File: src/rtl/rib_arbiter.sv
// Three-master fixed-priority bus arbiter in front of a single slave port.
// Grants are non-pre-emptive and bounded by a slave-ack timeout.
//
// state | meaning
// IDLE  | no owner; slave port quiet; winner picked at next edge
// BUSY  | owner routed to slave; waiting for ack, abort or timeout
module rib_arbiter #(
  parameter int unsigned TIMEOUT_CYCLES = 16
) (
  input  logic        clk,
  input  logic        rst,
  input  logic        m0_req_i,
  input  logic        m0_we_i,
  input  logic [31:0] m0_addr_i,
  input  logic [31:0] m0_wdata_i,
  output logic [31:0] m0_rdata_o,
  output logic        m0_ack_o,
  input  logic        m1_req_i,
  input  logic        m1_we_i,
  input  logic [31:0] m1_addr_i,
  input  logic [31:0] m1_wdata_i,
  output logic [31:0] m1_rdata_o,
  output logic        m1_ack_o,
  input  logic        m2_req_i,
  input  logic        m2_we_i,
  input  logic [31:0] m2_addr_i,
  input  logic [31:0] m2_wdata_i,
  output logic [31:0] m2_rdata_o,
  output logic        m2_ack_o,
  output logic        s_req_o,
  output logic        s_we_o,
  output logic [31:0] s_addr_o,
  output logic [31:0] s_wdata_o,
  input  logic [31:0] s_rdata_i,
  input  logic        s_ack_i,
  output logic        hold_flag_o,
  output logic        err_o
);

  typedef enum logic {IDLE = 1'b0, BUSY = 1'b1} state_t;

  localparam logic [7:0] TO_LAST = 8'(TIMEOUT_CYCLES - 1);

  state_t      state_q, state_d;
  logic [1:0]  owner_q, owner_d;
  logic [7:0]  cnt_q, cnt_d;

  logic        own_req;
  logic        own_we;
  logic [31:0] own_addr;
  logic [31:0] own_wdata;
  logic [1:0]  winner;
  logic        any_req;
  logic        timeout_hit;
  logic        own_ack;
  logic [31:0] own_rdata;

  always_ff @(posedge clk or negedge rst) begin
    if (!rst) begin
      state_q <= IDLE;
      owner_q <= 2'd0;
      cnt_q   <= 8'd0;
    end else begin
      state_q <= state_d;
      owner_q <= owner_d;
      cnt_q   <= cnt_d;
    end
  end

  always_comb begin
    own_req   = 1'b0;
    own_we    = 1'b0;
    own_addr  = 32'd0;
    own_wdata = 32'd0;
    case (owner_q)
      2'd0: begin
        own_req   = m0_req_i;
        own_we    = m0_we_i;
        own_addr  = m0_addr_i;
        own_wdata = m0_wdata_i;
      end
      2'd1: begin
        own_req   = m1_req_i;
        own_we    = m1_we_i;
        own_addr  = m1_addr_i;
        own_wdata = m1_wdata_i;
      end
      2'd2: begin
        own_req   = m2_req_i;
        own_we    = m2_we_i;
        own_addr  = m2_addr_i;
        own_wdata = m2_wdata_i;
      end
      default: ;
    endcase
  end

  always_comb begin
    any_req = m0_req_i | m1_req_i | m2_req_i;
    winner  = 2'd2;
    if (m0_req_i)      winner = 2'd0;
    else if (m1_req_i) winner = 2'd1;
  end

  // A dropped request (abort) suppresses the timeout; a slave ack overrides both.
  assign timeout_hit = (state_q == BUSY) & ~s_ack_i & own_req & (cnt_q == TO_LAST);

  always_comb begin
    state_d = state_q;
    owner_d = owner_q;
    cnt_d   = cnt_q;
    case (state_q)
      IDLE: begin
        if (any_req) begin
          state_d = BUSY;
          owner_d = winner;
          cnt_d   = 8'd0;
        end
      end
      BUSY: begin
        if (s_ack_i || !own_req || timeout_hit) begin
          state_d = IDLE;
        end else if (cnt_q != 8'hFF) begin
          cnt_d = cnt_q + 8'd1;
        end
      end
      default: state_d = IDLE;
    endcase
  end

  always_comb begin
    s_req_o    = 1'b0;
    s_we_o     = 1'b0;
    s_addr_o   = 32'd0;
    s_wdata_o  = 32'd0;
    err_o      = 1'b0;
    own_ack    = 1'b0;
    own_rdata  = 32'd0;
    m0_ack_o   = 1'b0;
    m1_ack_o   = 1'b0;
    m2_ack_o   = 1'b0;
    m0_rdata_o = 32'd0;
    m1_rdata_o = 32'd0;
    m2_rdata_o = 32'd0;
    if (state_q == BUSY) begin
      s_req_o   = 1'b1;
      s_we_o    = own_we;
      s_addr_o  = own_addr;
      s_wdata_o = own_wdata;
      err_o     = timeout_hit;
      own_ack   = s_ack_i | timeout_hit;
      own_rdata = s_ack_i ? s_rdata_i : 32'd0;
      case (owner_q)
        2'd0: begin
          m0_ack_o   = own_ack;
          m0_rdata_o = own_rdata;
        end
        2'd1: begin
          m1_ack_o   = own_ack;
          m1_rdata_o = own_rdata;
        end
        2'd2: begin
          m2_ack_o   = own_ack;
          m2_rdata_o = own_rdata;
        end
        default: ;
      endcase
    end
  end

  // Fetch stall; gated by reset so every output is quiet while rst is low.
  assign hold_flag_o = rst & (m0_req_i | m1_req_i) & m2_req_i & ~m2_ack_o;

endmodule

File: config.mk
export PLATFORM = sky130hd
export DESIGN_NAME = rib_arbiter
export DESIGN_NICKNAME = d
export VERILOG_FILES = /design/src/rtl/rib_arbiter.sv
export SDC_FILE = /design/constraint.sdc
export NUM_CORES = 1
export LEC_CHECK = 0
export CORE_AREA = 2 2 153 155
export DETAILED_ROUTE_END_ITERATION = 10
export DIE_AREA = 0 0 155 157
export DONT_BUFFER_PORTS = 1
export PLACE_DENSITY = 0.3
export SLEW_MARGIN = 25
export SYNTH_ARGS = -nofsm -noshare
export SYNTH_HDL_FRONTEND = slang
export SYNTH_SLANG_ARGS = --single-unit
File: constraint.sdc
create_clock -name clk -period 4.9 [get_ports clk]
set_input_delay 0.735 -clock clk [delete_from_list [all_inputs] [get_ports clk]]
set_output_delay 0.735 -clock clk [all_outputs]
set_load 0.05 [all_outputs]
==> results of run 1 <==
[metal layers]
layer  up-vias  share of wire  wire [um]  global-route usage
met4         2         0.0045         68             0.00750
met5         -        0.00086         13                   0
met1      1777           0.40       6010               0.129
met2       217           0.53       7980               0.203
met3        10          0.069       1040              0.0187
li1       1843              -          -                   -
[flip-flops by register name (all words and copies together), names as in the netlist]
signal	count
cnt_q	8
owner_q	2
state_q	1
[final cells by class]
cell class,instances,area [um2]
Tap cell,285,357
Fill cell,2585,18600
Sequential cell,11,282
Inverter,1,3.75
Multi-Input combinational cell,472,2630
Clock buffer,4,78.8
Timing Repair Buffer,74,556
[cell families (layout without fill, tap and decap cells)]
logic type / Yosys count / in the layout / share of synthesized area
compound gates: 88 / 88 / 0.162
fa+ha+maj: 1 / 1 / 0.00400
buf+inv: 49 / 79 / 0.0728
flops: 11 / 11 / 0.0880
mux: 66 / 66 / 0.211
simple gates: 317 / 317 / 0.463
[how the worst max path moves through the flow]
stage                                 from              to  slack, ns
CTS                 owner_q[0]$_DFFE_PN0P_    s_addr_o[31]       1.28
finish              owner_q[1]$_DFFE_PN0P_          s_we_o       1.28
floorplan                state_q$_DFF_PN0_  m0_rdata_o[10]       1.91
global route        owner_q[0]$_DFFE_PN0P_    s_addr_o[31]       1.07
global placement         state_q$_DFF_PN0_        m0_ack_o       1.60
detailed placement  owner_q[0]$_DFFE_PN0P_    s_addr_o[31]       1.54
[synthesized netlist by cell type (2+ instances only)]
library cell	count	area, um2
nor3_1	3	15.0
mux2i_1	66	661
nor2b_1	4	25.0
o311ai_1	5	43.8
a21oi_1	2	10.0
nor3b_1	2	15.0
buf_2	20	100
nand3_1	8	40.0
buf_4	3	22.5
and3_1	4	25.0
nand3b_1	3	22.5
clkbuf_1	23	86.3
o211ai_1	4	30.0
o21ai_1	66	330
nor2_1	103	387
or4_1	2	15.0
nand4_1	6	37.5
nand2_1	110	413
and2_1	65	407
nand2b_1	4	25.0
dfrtp_1	11	275
a31oi_1	2	12.5
[stage by stage]
stage	setup slack (ns)	hold slack [ns]	std cells	power (mW)
6_report	1.28	0.189	847	3.22
3_3_place_gp	1.60	0.440	843	3.07
4_1_cts	1.28	0.183	847	3.27
2_1_floorplan	1.91	0.439	532	2.71
5_1_grt	1.07	0.179	847	3.41
3_5_place_dp	1.54	0.440	843	3.11
[power by group through the flow]
| stage | clock network, mW | logic [mW] | registers, mW |
|---|---|---|---|
| floorplan | 0 | 2.57 | 0.149 |
| global placement | 0 | 2.78 | 0.296 |
| detailed placement | 0 | 2.80 | 0.307 |
| CTS | 0.158 | 2.81 | 0.306 |
| global route | 0.161 | 2.93 | 0.321 |
| finish | 0.152 | 2.77 | 0.298 |
[critical path, cell delays in order, from the launching register on]
cell and delay (ns):
dfrtp_4 0.74, nor2b_4 0.82, buf_4 0.40, nand2_1 0.08, o21ai_1 0.09, and2_1 0.48
==> key figures, run 1 <==
Global routing
  – Largest net degree at the start of global routing: 53
  – Vias in the first global route: 3555
  – Global route total overflow: 0
  – Total global-route track usage: 0.106
  – Initial antenna violation count: 1
  – First-pass GRT wire length: 20600 um

Floorplan
  – Die width: 155 um
  – Number of top-level pins: 400
  – Row count: 55
  – Initial Utilization: 0.139
  – Core area: 22500 um2
  – Die area: 24300 um2
  – Die Y: 157 um

CTS
  – Inserted Clock Buffers: 3
  – CTS tree: yes
  – CTS HTree Levels: 1
  – Num Clock Sinks: 11
  – Post-cts gate resize count: 0
  – Post-CTS Setup Repair Bufs: 0
  – Clock transition at the registers of the reported paths: 0.04 ns
  – Root Driver: clkbuf_16
  – Hold-fix buffers at CTS: 0
  – Worst-Skew Late Latency: 0.24 ns
  – Clock Tree Buf Depth: 2

STA
  – Final worst path period share: 0.739
  – Final Setup Violations: 0
  – Worst-Margin Slew: 0.937 ns
  – Worst clock skew: 0.00111 ns
  – Unrepaired setup endpoints after global routing: false
  – Endpoints failing hold: 0
  – Peak Freq: 0.276 GHz
  – Final TNS setup: 0 ns
  – Pins Over Slew Limit: 0
  – Max-slew headroom: 0.373
  – Min Tclk post-route: 3.62 ns

Drt
  – Total Wirelength: 15100 um
  – DR iter-0 viols: 237
  – Routed Antenna Nets: 0
  – Detailed Routing Iterations Pass 1: 4
  – Via-per-instance ratio: 4.54
  – DRC Markers: 0
  – Vias: 3849
  – Routed length per instance: 17.8 um

Final layout
  – Non-Filler Cell Area, Final: 3910 um2
  – Number of nets in the layout: 797
  – Ratio of cells with drive above 1 in the final layout: 0.149
  – Most frequent cells in the layout: nand2_1 (110), nor2_1 (103), buf_4 (74)
  – Leading cell type in the layout, fill and taps excluded: nand2_1
  – Final core utilization: 0.174
  – # diodes: 0
  – Syn-to-layout area delta: 25.0%

Synth
  – Sequential-to-total area share from yosys stat: 0.0880
  – Synth unique cells: 38
  – Fraction of registers with async set/reset: 1.00
  – Seq cells post-synth: 11
  – Mapped Avg Cell Area: 5.88 um2
  – Cells after synthesis: 532
  – Post-synth EDFFs: 0
  – Netlist Area Pre-Place: 3130 um2
  – Syn nets: 766
  – Most used DFF post-synth: dfrtp_1
  – Synth warnings: 0

Power and ir drop
  – Sequential fraction of design power: 0.093
  – Clock network fraction of total power: 0.047
  – Peak supply drop: 0.177 mV
  – Power density cells: 822 nW/um2
  – P_sw: 2.40 mW
  – Comb pwr share: 0.860
  – Internal: 0.811 mW
  – Leakage: 1.58 nW
  – Net Sw Frac: 0.748

Setup path
  – Worst EP arrival: 2.89 ns
  – Setup Crit Path Kind: flip-flop to primary output
  – R2r endpoint: cnt_q[1]$_DFFE_PN0P_
  – Cells on worst reg2reg path: 4
  – Worst R2R Setup Slack: 2.72 ns
  – CP Launch Type: flip-flop
  – Required time of the critical path: 4.16 ns
  – Crit path capture type: primary output
  – Crit-path max FO: 42
  – Reg-to-Reg Start: state_q$_DFF_PN0_

Placed design
  – Placed cell areas: 3830 um2
  – IO buf count: 0
  – Gp weighted congestion: 0.784
  – Post-DP HPWL: 12300 um

Job
  – Max Cap Viol: 0

Outcome
  – Run status: finished, final reports clean

Worst hold path
  – Worst hold path class: input port to async pin
Power figures use the tool's default switching activity.
==> run 2: changes to the inputs <==
==> constraint.sdc (replaced) <==
create_clock -name clk -period 3.5 [get_ports clk]
set_input_delay 0.525 -clock clk [delete_from_list [all_inputs] [get_ports clk]]
set_output_delay 0.525 -clock clk [all_outputs]
set_load 0.05 [all_outputs]
==> key figures, run 2 (synthesis gave the netlist of run 1 again) <==
Global routing
  – Largest net degree at the start of global routing: 66
  – First-pass GRT wire length: 21000 um
  – Vias in the first global route: 3804
  – Initial antenna violation count: 1
  – Global route total overflow: 0
  – Total global-route track usage: 0.109

STA
  – Worst clock skew: 0.000886 ns
  – Setup ws final: 0.549 ns
  – Final Setup Violations: 0
  – Final TNS setup: 0 ns
  – Peak Freq: 0.339 GHz
  – Pins Over Slew Limit: 0
  – Max-slew headroom: 0.472
  – Unrepaired setup endpoints after global routing: false
  – Final worst path period share: 0.843
  – Worst-Margin Slew: 0.790 ns
  – Endpoints failing hold: 0
  – Min Tclk post-route: 2.95 ns

Setup path
  – CP Launch Type: flip-flop
  – Crit path capture type: primary output
  – Critical Path, Cell by Cell: buf_12, nor2b_4, buf_12, nand2_1, o21ai_1, and2_1
  – Required time of the critical path: 2.97 ns
  – Crit-path max FO: 65
  – Slowest cell on crit path: dfrtp_4
  – Setup Crit Path Kind: flip-flop to primary output
  – Worst path most repeated cell: buf_12
  – Largest stage delay, worst path: 0.64 ns
  – Worst EP arrival: 2.43 ns

Final layout
  – Number of nets in the layout: 853
  – Ratio of cells with drive above 1 in the final layout: 0.225
  – Syn-to-layout area delta: 39.4%
  – Leading cell type in the layout, fill and taps excluded: buf_4
  – Top flop regs: cnt_q (8), owner_q (2), state_q (1)
  – Most frequent cells in the layout: buf_4 (127), nand2_1 (110), nor2_1 (103)
  – Max FFs per register: 8
  – Reg with most FFs: cnt_q
  – Non-Filler Cell Area, Final: 4360 um2

Drt
  – Total Wirelength: 15500 um
  – Vias: 4068
  – Routed Antenna Nets: 0
  – Routed length per instance: 17.1 um
  – Via-per-instance ratio: 4.50
  – DR iter-0 viols: 299
  – DRC Markers: 0
  – Detailed Routing Iterations Pass 1: 6

CTS
  – Inserted Clock Buffers: 3
  – Root Driver: clkbuf_16
  – Post-cts gate resize count: 0
  – Num Clock Sinks: 11
  – Clock Tree Buf Depth: 2
  – CTS HTree Levels: 1
  – Worst-Skew Late Latency: 0.24 ns
  – Clock transition at the registers of the reported paths: 0.04 ns
  – CTS tree: yes

Job
  – Max Cap Viol: 0

Worst hold path
  – Worst hold path class: input port to flip-flop

Floorplan
  – Die Y: 157 um
  – Core area: 22500 um2
  – Number of top-level pins: 400
  – Die width: 155 um
  – Die area: 24300 um2
  – Row count: 55
  – Initial Utilization: 0.139

Placed design
  – Post-DP HPWL: 12600 um
  – Placed cell areas: 4270 um2
  – IO buf count: 0
  – Setup WS pre-CTS: 0.868 ns
  – Gp weighted congestion: 0.802

Power and ir drop
  – Peak supply drop: 0.291 mV
  – Leakage: 1.88 nW
  – Power density cells: 1110 nW/um2

Outcome
  – Run status: finished, final reports clean
==> run 2: cell type report <==
cell class | instances | area (um2)
sequential | 11 | 282
fill | 2562 | 18100
timing repair buffer | 130 | 1000
inverter | 1 | 3.75
clock buffer | 4 | 78.8
multi-input combinational | 472 | 2630
tap | 285 | 357
antenna | 2 | 5.00
==> run 2: through the flow <==
stage,util,cells,hold slack (ns),power [mW]
global placement,0.190,898,0.230,4.65
global route,0.194,905,0.430,5.14
finish,0.194,905,0.407,4.86
CTS,0.194,903,0.408,4.92
detailed placement,0.190,898,0.230,4.70
floorplan,-,532,0.229,3.80
==> run 2: timing repair <==
item                                    4_1_cts  5_1_grt
setup buffers                                 0        0
endpoints found under the setup margin        0        0
endpoints found under the hold margin        11        0
hold buffers                                  1        0
==> run 2: power by group <==
group | switching (mW) | internal (mW)
logic | 3.19 | 1.10
registers | 0.198 | 0.167
clock network | 0.0585 | 0.153
==> run 2: path summary, 6_finish.rpt <==
path / from / endpoint / slack [ns] / cells after the start
min in group asynchronous: rst / cnt_q[6]$_DFFE_PN0P_ / 0.72 / 1
hold / removal: m1_req_i / owner_q[0]$_DFFE_PN0P_ / 0.41 / 2
hold reg to reg: cnt_q[6]$_DFFE_PN0P_ / cnt_q[6]$_DFFE_PN0P_ / 0.60 / 2
setup / recovery: owner_q[1]$_DFFE_PN0P_ / s_addr_o[6] / 0.55 / 6
max in group asynchronous: rst / owner_q[1]$_DFFE_PN0P_ / 2.36 / 1
setup reg to reg: state_q$_DFF_PN0_ / cnt_q[1]$_DFFE_PN0P_ / 1.06 / 5
==> run 2: per-layer routing <==
layer  GRT usage  part of all wire  wire [um]  vias to the layer above
met5           0                 0          0                        -
met4      0.0190             0.013        200                        0
li1            -                 -          -                     1962
met3      0.0179             0.075       1170                       12
met1       0.127              0.39       6060                     1865
met2       0.210              0.52       8080                      229
==> run 2: critical path, delay by kind of cell, from the launching register on <==
family	cells	cell delay [ns]
flip-flops	1	0.64
AO/OA/AOI/OAI	1	0.10
AND/OR/NAND/NOR	3	0.78
buffers and inverters	2	0.52
==> run 3: changes to the inputs <==
==> constraint.sdc (replaced) <==
create_clock -name clk -period 2.9 [get_ports clk]
set_input_delay 0.435 -clock clk [delete_from_list [all_inputs] [get_ports clk]]
set_output_delay 0.435 -clock clk [all_outputs]
set_load 0.05 [all_outputs]
==> key figures, run 3 (synthesis gave the netlist of run 1 again) <==
Placed design
  – Gp weighted congestion: 0.808
  – Post-Place Cells: 944
  – IO buf count: 0
  – Post-DP HPWL: 13300 um

Global routing
  – GR Util met1: 0.146
  – M2 GR Usage: 0.227
  – Vias in the first global route: 4151
  – Total global-route track usage: 0.121
  – Initial antenna violation count: 0
  – First-pass GRT wire length: 23500 um
  – Busiest grt layer: met2
  – Met3 Use GR: 0.0253
  – Largest net degree at the start of global routing: 66
  – Global route total overflow: 0

Floorplan
  – Initial Utilization: 0.139
  – Core area: 22500 um2
  – Number of top-level pins: 400
  – Die area: 24300 um2
  – Die Y: 157 um
  – Row count: 55
  – Die width: 155 um

Worst hold path
  – Worst hold path class: input port to flip-flop
  – Worst Hold Launch: m1_req_i

Power and ir drop
  – Net Sw Frac: 0.577
  – Leakage: 2.34 nW
  – Power density cells: 1420 nW/um2
  – Comb pwr share: 0.929
  – P_sw: 4.51 mW
  – Sequential fraction of design power: 0.038
  – Clock network fraction of total power: 0.033
  – Internal: 3.31 mW
  – Peak supply drop: 0.372 mV

STA
  – Peak Freq: 0.379 GHz
  – Min Tclk post-route: 2.64 ns
  – Worst clock skew: 0.00819 ns
  – Endpoints failing hold: 0
  – Final worst path period share: 0.909
  – Unrepaired setup endpoints after global routing: false
  – Worst-Margin Slew: 0.770 ns
  – Final TNS setup: 0 ns
  – Final Setup Violations: 0
  – Hold_ws: 0.306 ns
  – Pins Over Slew Limit: 0
  – Max-slew headroom: 0.486

Setup path
  – Critical Path, Cell by Cell: buf_4, mux2i_1, o21ai_1, and2_1, buf_12
  – Crit-path max FO: 44
  – CP Launch Type: flip-flop
  – Critical path launch point: owner_q[1]$_DFFE_PN0P_
  – Cell family with most CP delay: buffers and inverters
  – Largest stage delay, worst path: 0.60 ns
  – Worst EP arrival: 2.20 ns
  – Crit path capture type: primary output
  – Reg-to-Reg Start: state_q$_DFF_PN0_
  – Required time of the critical path: 2.47 ns
  – Setup Crit Path Kind: flip-flop to primary output
  – Worst path buffer plus inverter count: 2
  – Slowest cell on crit path: buf_4

CTS
  – Clock transition at the registers of the reported paths: 0.05 ns
  – Hold-fix buffers at CTS: 1
  – Clock Tree Buf Depth: 2
  – CTS tree: yes
  – Num Clock Sinks: 11
  – Post-cts gate resize count: 0
  – CTS HTree Levels: 1
  – Inserted Clock Buffers: 3
  – Worst-Skew Late Latency: 0.24 ns
  – Root Driver: clkbuf_16
  – Post-CTS Setup Repair Bufs: 0

Drt
  – Detailed Routing Iterations Pass 1: 5
  – Total Wirelength: 16400 um
  – DR iter-0 viols: 364
  – Vias: 4245
  – Via-per-instance ratio: 4.47
  – DRC Markers: 0
  – Routed length per instance: 17.3 um
  – Routed Antenna Nets: 0

Final layout
  – Layout Cells excl Fill: 949
  – # diodes: 0
  – Fill count: 2490
  – Reg with most FFs: cnt_q
  – Top flop regs: cnt_q (8), owner_q (2), state_q (1)
  – Ratio of cells with drive above 1 in the final layout: 0.277
  – Number of nets in the layout: 899
  – Syn-to-layout area delta: 75.9%
  – Leading cell type in the layout, fill and taps excluded: nand2_1
  – Most frequent cells in the layout: nand2_1 (110), buf_4 (109), nor2_1 (103)
  – Max FFs per register: 8

Outcome
  – Run status: finished, final reports clean

Job
  – Max Cap Viol: 0
## run 3: cell types whose count changed in the layout (fill, tap and decap cells not counted), sizes merged
| cell | delta |
|---|---|
| buf | +46 |
| diode | -2 |
## run 3: power groups by stage
stage                     clock [mW]  combinational [mW]  sequential [mW]
final                          0.261                7.27            0.298
after global routing           0.273                7.65            0.315
after CTS                      0.262                7.37            0.297
after detailed placement           0                7.35            0.297
after global placement             0                7.32            0.294
after floorplan                    0                4.33            0.253
## run 3: metrics by stage
stage / utilization / area (um2) / power, mW / setup slack [ns]
global route: 0.245 / 5500 / 8.24 / 0.129
detailed placement: 0.241 / 5420 / 7.65 / 0.494
global placement: 0.241 / 5420 / 7.62 / 0.541
finish: 0.245 / 5500 / 7.83 / 0.265
floorplan: - / 3130 / 4.59 / 0.208
CTS: 0.245 / 5500 / 7.93 / 0.237
## run 3: cell type report
cell class              instances  area (um2)  share of cell area
repair buffers                176        2150               0.391
well taps                     285         357              0.0648
inverters                       1        3.75            0.000682
multi-input cells             472        2630               0.479
flip-flops and latches         11         282              0.0511
clock buffers                   4        78.8              0.0143
## run 3: layer usage
metal / vias to the layer above / routed length (um)
li1: 2045 / -
met1: 1969 / 6390
met2: 225 / 8670
met3: 6 / 1300
met4: 0 / 69
met5: - / 0
## run 3: path summary, 6_finish.rpt
kind                                                to  slack, ns  cells past startpoint
worst max-delay path                      s_addr_o[31]       0.26                      5
worst min-delay path            owner_q[0]$_DFFE_PN0P_       0.31                      2
worst max register to register    cnt_q[1]$_DFFE_PN0P_       0.90                      5
worst min register to register    cnt_q[6]$_DFFE_PN0P_       0.60                      2
max in group asynchronous       owner_q[1]$_DFFE_PN0P_       1.84                      1
min in group asynchronous         cnt_q[1]$_DFFE_PN0P_       0.63                      1
